<file path="config.mk">
export PLATFORM = sky130hd
export DESIGN_NAME = smem_arbiter
export DESIGN_NICKNAME = d
export VERILOG_FILES = /design/src/rtl/smem_arbiter.sv
export SDC_FILE = /design/constraint.sdc
export NUM_CORES = 1
export LEC_CHECK = 0
export ABC_AREA = 1
export CAP_MARGIN = 25
export CORE_MARGIN = 2
export CORE_UTILIZATION = 25
export DETAILED_ROUTE_END_ITERATION = 12
export PLACE_DENSITY = 0.77
export SLEW_MARGIN = 40
export SYNTH_ARGS = -nofsm -noshare
export SYNTH_HDL_FRONTEND = slang
export SYNTH_SLANG_ARGS = --single-unit
export TNS_END_PERCENT = 1
</file>
<file path="constraint.sdc">
create_clock -name clk -period 1.5 [get_ports clk]
set_clock_uncertainty 0.05 [all_clocks]
set_input_delay 0.225 -clock clk [delete_from_list [all_inputs] [get_ports clk]]
set_output_delay 0.225 -clock clk [all_outputs]
set_load 0.03 [all_outputs]
</file>
<file path="src/rtl/smem_arbiter.sv">
`default_nettype none
// ============================================================================
// Module   : smem_arbiter
// Purpose  : Two-master arbiter for the single-port, word-addressed main
//            memory (smem). Master 0 is the RV32I core, master 1 the
//            debug/loader port. One access is granted per clock; read data
//            returns one cycle later with a per-master valid strobe. A master
//            may lock the memory for back-to-back accesses (e.g. RMW), bounded
//            by MAX_LOCK cycles while the other master waits.
// Ports    : clk, reset                       - clock, sync active-high reset
//            mX_req/we/lock/addr/wdata (in)   - master X request
//            mX_gnt (comb), mX_rvalid/rdata   - master X response
//            mem_addr/din/we (out), mem_dout  - smem interface
// Revision : 1.0 - initial release
// ============================================================================
module smem_arbiter #(
    parameter int ADDR_W     = 8,
    parameter int DATA_W     = 32,
    parameter int FIXED_PRIO = 0,
    parameter int MAX_LOCK   = 15
) (
    input  logic              clk,
    input  logic              reset,
    input  logic              m0_req,
    input  logic              m0_we,
    input  logic              m0_lock,
    input  logic [ADDR_W-1:0] m0_addr,
    input  logic [DATA_W-1:0] m0_wdata,
    output logic              m0_gnt,
    output logic              m0_rvalid,
    output logic [DATA_W-1:0] m0_rdata,
    input  logic              m1_req,
    input  logic              m1_we,
    input  logic              m1_lock,
    input  logic [ADDR_W-1:0] m1_addr,
    input  logic [DATA_W-1:0] m1_wdata,
    output logic              m1_gnt,
    output logic              m1_rvalid,
    output logic [DATA_W-1:0] m1_rdata,
    output logic [ADDR_W-1:0] mem_addr,
    output logic [DATA_W-1:0] mem_din,
    output logic              mem_we,
    input  logic [DATA_W-1:0] mem_dout
);

    typedef enum logic [1:0] {
        OWN_NONE = 2'd0,
        OWN_M0   = 2'd1,
        OWN_M1   = 2'd2
    } owner_t;

    // lock_cnt value at which the current locked grant is the last one allowed
    localparam logic [3:0] LOCK_LAST = 4'(MAX_LOCK - 1);

    owner_t            owner_q, owner_d;
    logic              rr_last_q, rr_last_d;
    logic [3:0]        lock_cnt_q, lock_cnt_d;
    logic [1:0]        rd_pend_q, rd_pend_d;
    logic [ADDR_W-1:0] addr_q, addr_d;
    logic              init_q;              // high for the cycle following reset
    logic              yield_q, yield_d;    // lock just expired: waiter wins tie

    logic              w_blocked;
    logic              w_win_m0, w_win_m1, w_gnt;
    logic              w_win_we, w_win_lock, w_other_req;
    logic [ADDR_W-1:0] w_win_addr;
    logic [DATA_W-1:0] w_win_wdata;

    // Grants and strobes are silenced in the reset cycle and the one after it.
    assign w_blocked = reset | init_q;

    // ------------------------------------------------------------------
    // Arbitration
    // ------------------------------------------------------------------
    always_comb begin
        w_win_m0 = 1'b0;
        w_win_m1 = 1'b0;
        if (!w_blocked) begin
            if (owner_q == OWN_M0 && m0_req) begin
                w_win_m0 = 1'b1;
            end else if (owner_q == OWN_M1 && m1_req) begin
                w_win_m1 = 1'b1;
            end else if (m0_req && m1_req) begin
                // After a lock expiry the previous owner is rr_last, so the
                // round-robin pick hands the memory to the waiting master even
                // in fixed-priority mode.
                if (FIXED_PRIO != 0 && !yield_q) begin
                    w_win_m1 = 1'b1;
                end else begin
                    w_win_m0 = rr_last_q;
                    w_win_m1 = ~rr_last_q;
                end
            end else begin
                w_win_m0 = m0_req;
                w_win_m1 = m1_req;
            end
        end
    end

    assign w_gnt       = w_win_m0 | w_win_m1;
    assign w_win_we    = w_win_m1 ? m1_we    : m0_we;
    assign w_win_lock  = w_win_m1 ? m1_lock  : m0_lock;
    assign w_win_addr  = w_win_m1 ? m1_addr  : m0_addr;
    assign w_win_wdata = w_win_m1 ? m1_wdata : m0_wdata;
    assign w_other_req = w_win_m1 ? m0_req   : m1_req;

    assign m0_gnt   = w_win_m0;
    assign m1_gnt   = w_win_m1;
    assign mem_we   = w_gnt & w_win_we;
    assign mem_addr = w_gnt ? w_win_addr : addr_q;
    assign mem_din  = w_gnt ? w_win_wdata : '0;

    assign m0_rvalid = rd_pend_q[0] & ~w_blocked;
    assign m1_rvalid = rd_pend_q[1] & ~w_blocked;
    assign m0_rdata  = m0_rvalid ? mem_dout : '0;
    assign m1_rdata  = m1_rvalid ? mem_dout : '0;

    // ------------------------------------------------------------------
    // Next state
    // ------------------------------------------------------------------
    always_comb begin
        owner_d    = OWN_NONE;
        rr_last_d  = rr_last_q;
        lock_cnt_d = 4'd0;
        rd_pend_d  = 2'b00;
        addr_d     = addr_q;
        yield_d    = 1'b0;
        if (w_gnt) begin
            rr_last_d = w_win_m1;
            rd_pend_d = w_win_m1 ? {~w_win_we, 1'b0} : {1'b0, ~w_win_we};
            addr_d    = w_win_addr;
            if (w_win_lock) begin
                if (w_other_req && lock_cnt_q == LOCK_LAST) begin
                    // Lock budget used up: drop ownership, hand over next cycle.
                    yield_d = 1'b1;
                end else begin
                    owner_d    = w_win_m1 ? OWN_M1 : OWN_M0;
                    lock_cnt_d = w_other_req ? lock_cnt_q + 4'd1 : 4'd0;
                end
            end
        end
    end

    always_ff @(posedge clk) begin
        if (reset) begin
            owner_q    <= OWN_NONE;
            rr_last_q  <= 1'b1;
            lock_cnt_q <= 4'd0;
            rd_pend_q  <= 2'b00;
            addr_q     <= '0;
            init_q     <= 1'b1;
            yield_q    <= 1'b0;
        end else begin
            owner_q    <= owner_d;
            rr_last_q  <= rr_last_d;
            lock_cnt_q <= lock_cnt_d;
            rd_pend_q  <= rd_pend_d;
            addr_q     <= addr_d;
            init_q     <= 1'b0;
            yield_q    <= yield_d;
        end
    end

endmodule
`default_nettype wire

</file>
==> results.toml <==
[clocking]
cts.sinks = 18
cts_made_buffers = 3
cts_tree = "yes"
cts_hold_buf = 0
clockBufferDepth = 2
cts_root_buf = "clkbuf_8"
clkLatencyLatePin_ps = 260
clk_pin_slew_worst_paths_ps = 70
cts_htree_levels = 1

[grt]
grt_use_met3_pct = 5.22
grtUsageMet2_pct = 47.1
gr-usage-met1_pct = 24.0
grt_pass1_vias = 2971
busiest_layer = "met2"
grt_antenna_before_repair = 2
grt_pass1_wl_um = 14300
grt_max_degree = 22
overflow = 0
grtUsageTotal_pct = 23.3

[synth]
synth_edf_count = 0
synth_cells = 357
yosys_most_used_dff = "dfxtp_1"
synth_top_area_cell = "nand2_1"
synthesis.nets = 479
synth_area_leaders = "nand2_1, dfxtp_1, nor2_1"
syn_area_per_cell_um2 = 5.02
synth_warnings = 0
ys_seq_area_share_pct = 20.1
async_flop_share_pct = 0
yosysMostFrequentCell = "nand2_1"
synth_area_um2 = 1790
ys_ff_latch = 18
ys_types = 21
yosysTopAreaCellShare_pct = 21.4
ys_top_cells_by_count = "nand2_1, nor2_1, inv_1, a21oi_1, nand3_1"

[final_layout]
layout.cells.non_filler = 717
layout-drive-gt1-share_pct = 43.5
utilization_pct = 76.5
fillers = 538
fin_area_um2 = 5250
nNetsFinal = 742
areaGrowthSynthToFinish_pct = 193

[setup_path]
worstPathArrival_ps = 1650
worstSetupPathType = "reg2out"
critPathCaptureType = "primary output"
crit_chain = "nand2_2 -> nor2_4 -> nor2_4 -> nand2_8 -> nand2_8 -> clkinv_8 -> buf_12 -> nor3_4 -> buf_6"
cp_slowest_stage_delay_ps = 330
cp_slowest_cell = "dfxtp_2"
path_buf_inv = 3
worstPathRequired_ps = 1220
crit_fanout = 9
startpoint_type = "register"
critPathTopFamily = "simple AND/OR/NAND/NOR gates"

[placed_design]
hpwl_um = 7710
dpl_cell_area_um2 = 4570
port_buffers = 228
place_inst = 688
dpl_worst_slack_ps = -614
gp_congestion = 0.886

[drt]
drt_iter0_markers = 98
ant_nets = 0
via_count = 3148
drt_wl_total_um = 9860
wl_per_cell_um = 13.8
vias_per_cell = 4.39
drcViolationCount = 0
drt_pre_antenna_iters = 6

[power_and_ir_drop]
p_leak_nw = 2.54
ir_drop_uv = 478
finalPower_mw = 2.23
p_per_area_nw_per_um2 = 424

[timing]
slew-limit-headroom_pct = 84.6
fin_setup_tns_ps = -22670
tightest_slew_ps = 230
fmax_mhz = 520
setup_viol = 112
fin_crit_ps = 1920
rsz0062_at_grt = "yes"
drv_slew = 0
timing.final.ws_setup_ps = -423
fin_crit_sh_pct = 128
hold-worst-slack_ps = 437
hold_violations = 0

[hold_path]
hold_path_class = "reg2reg"

[status]
status = "complete, but fails checks"
violations = "setup timing"

[floorplan]
die-area_um2 = 7850
die_w_um = 88.6
fp-row-count = 30
start_util_pct = 26.1
coreArea_um2 = 6870
die_height_um = 88.6
io-pin-count = 229

[run]
cap_violations = 0
registers in the layout, indices dropped and copies added (netlist names):
register,count
addr_q,8
lock_cnt_q,4
owner_q,2
rd_pend_q,2
init_q,1
rr_last_q,1
routing by layer:
metal / wire, um / vias up
met3: 765 / 18
met4: 210 / 0
li1: - / 1590
met2: 5530 / 132
met5: 0 / -
met1: 3350 / 1408
cells in the final DEF, fill, tap and decap left out, types with 4 or more instances in the layout:
master           synthesis  routed
buf_12                   0       9
nand2_2                  1      26
a21oi_4                  0      32
clkdlybuf4s50_1          0     116
nor2_4                   2       4
nand3_1                 26      24
nor2_1                  80      62
dfxtp_1                 18      15
inv_1                   59      51
buf_4                    2      91
nand2_1                102      69
nor3_1                   6       5
inv_2                    2       8
nand2_4                  1       7
clkbuf_8                 0       4
buf_6                    0      55
nor2_2                   0      16
final cells by class:
class	count	area, um2	share of cell area [%]
sequential	18	364	6.93
inverter	62	260	4.95
multi-input combinational	256	1680	31.9
tap	96	120	2.29
timing repair buffer	279	2770	52.7
antenna	2	5.00	0.0953
clock buffer	4	55.1	1.05
worst reg2reg max path: cells and delay by family (launching register included):
family	cells	cell delay (ps)
and+or+nand+nor	8	680
DFF	1	330
buffers and inverters	6	730
what timing repair did:
item,CTS,global route
resized for setup,99,29
pin swaps,12,2
endpoints found under the setup margin,121,116
buffers inserted,21,0
cloned,3,0
power breakdown:
part           switching (mW)  internal, mW
sequential            0.00935         0.502
clock                   0.163         0.233
combinational           0.618         0.701
total                   0.791          1.44
cell families after synthesis:
logic type                 share of synthesized area (%)
AOI/OAI and AO/OA                                   9.22
xor gates and xnor gates                           0.979
adders and majority gates                           1.40
buffers and inverters                               18.4
DFF                                                 20.1
and+or+nand+nor                                     49.9
path summary, 6_finish.rpt:
| path | start | end | slack, ps | cells after the start |
|---|---|---|---|---|
| max | owner_q[0]$_SDFF_PP0_ | mem_we | -420 | 9 |
| max reg2reg | owner_q[0]$_SDFF_PP0_ | addr_q[6]$_SDFF_PP0_ | -350 | 14 |
| min | lock_cnt_q[0]$_SDFF_PP0_ | lock_cnt_q[0]$_SDFF_PP0_ | 440 | 1 |
| min reg2reg | lock_cnt_q[0]$_SDFF_PP0_ | lock_cnt_q[0]$_SDFF_PP0_ | 440 | 1 |
(Power assumes the default switching activity.)
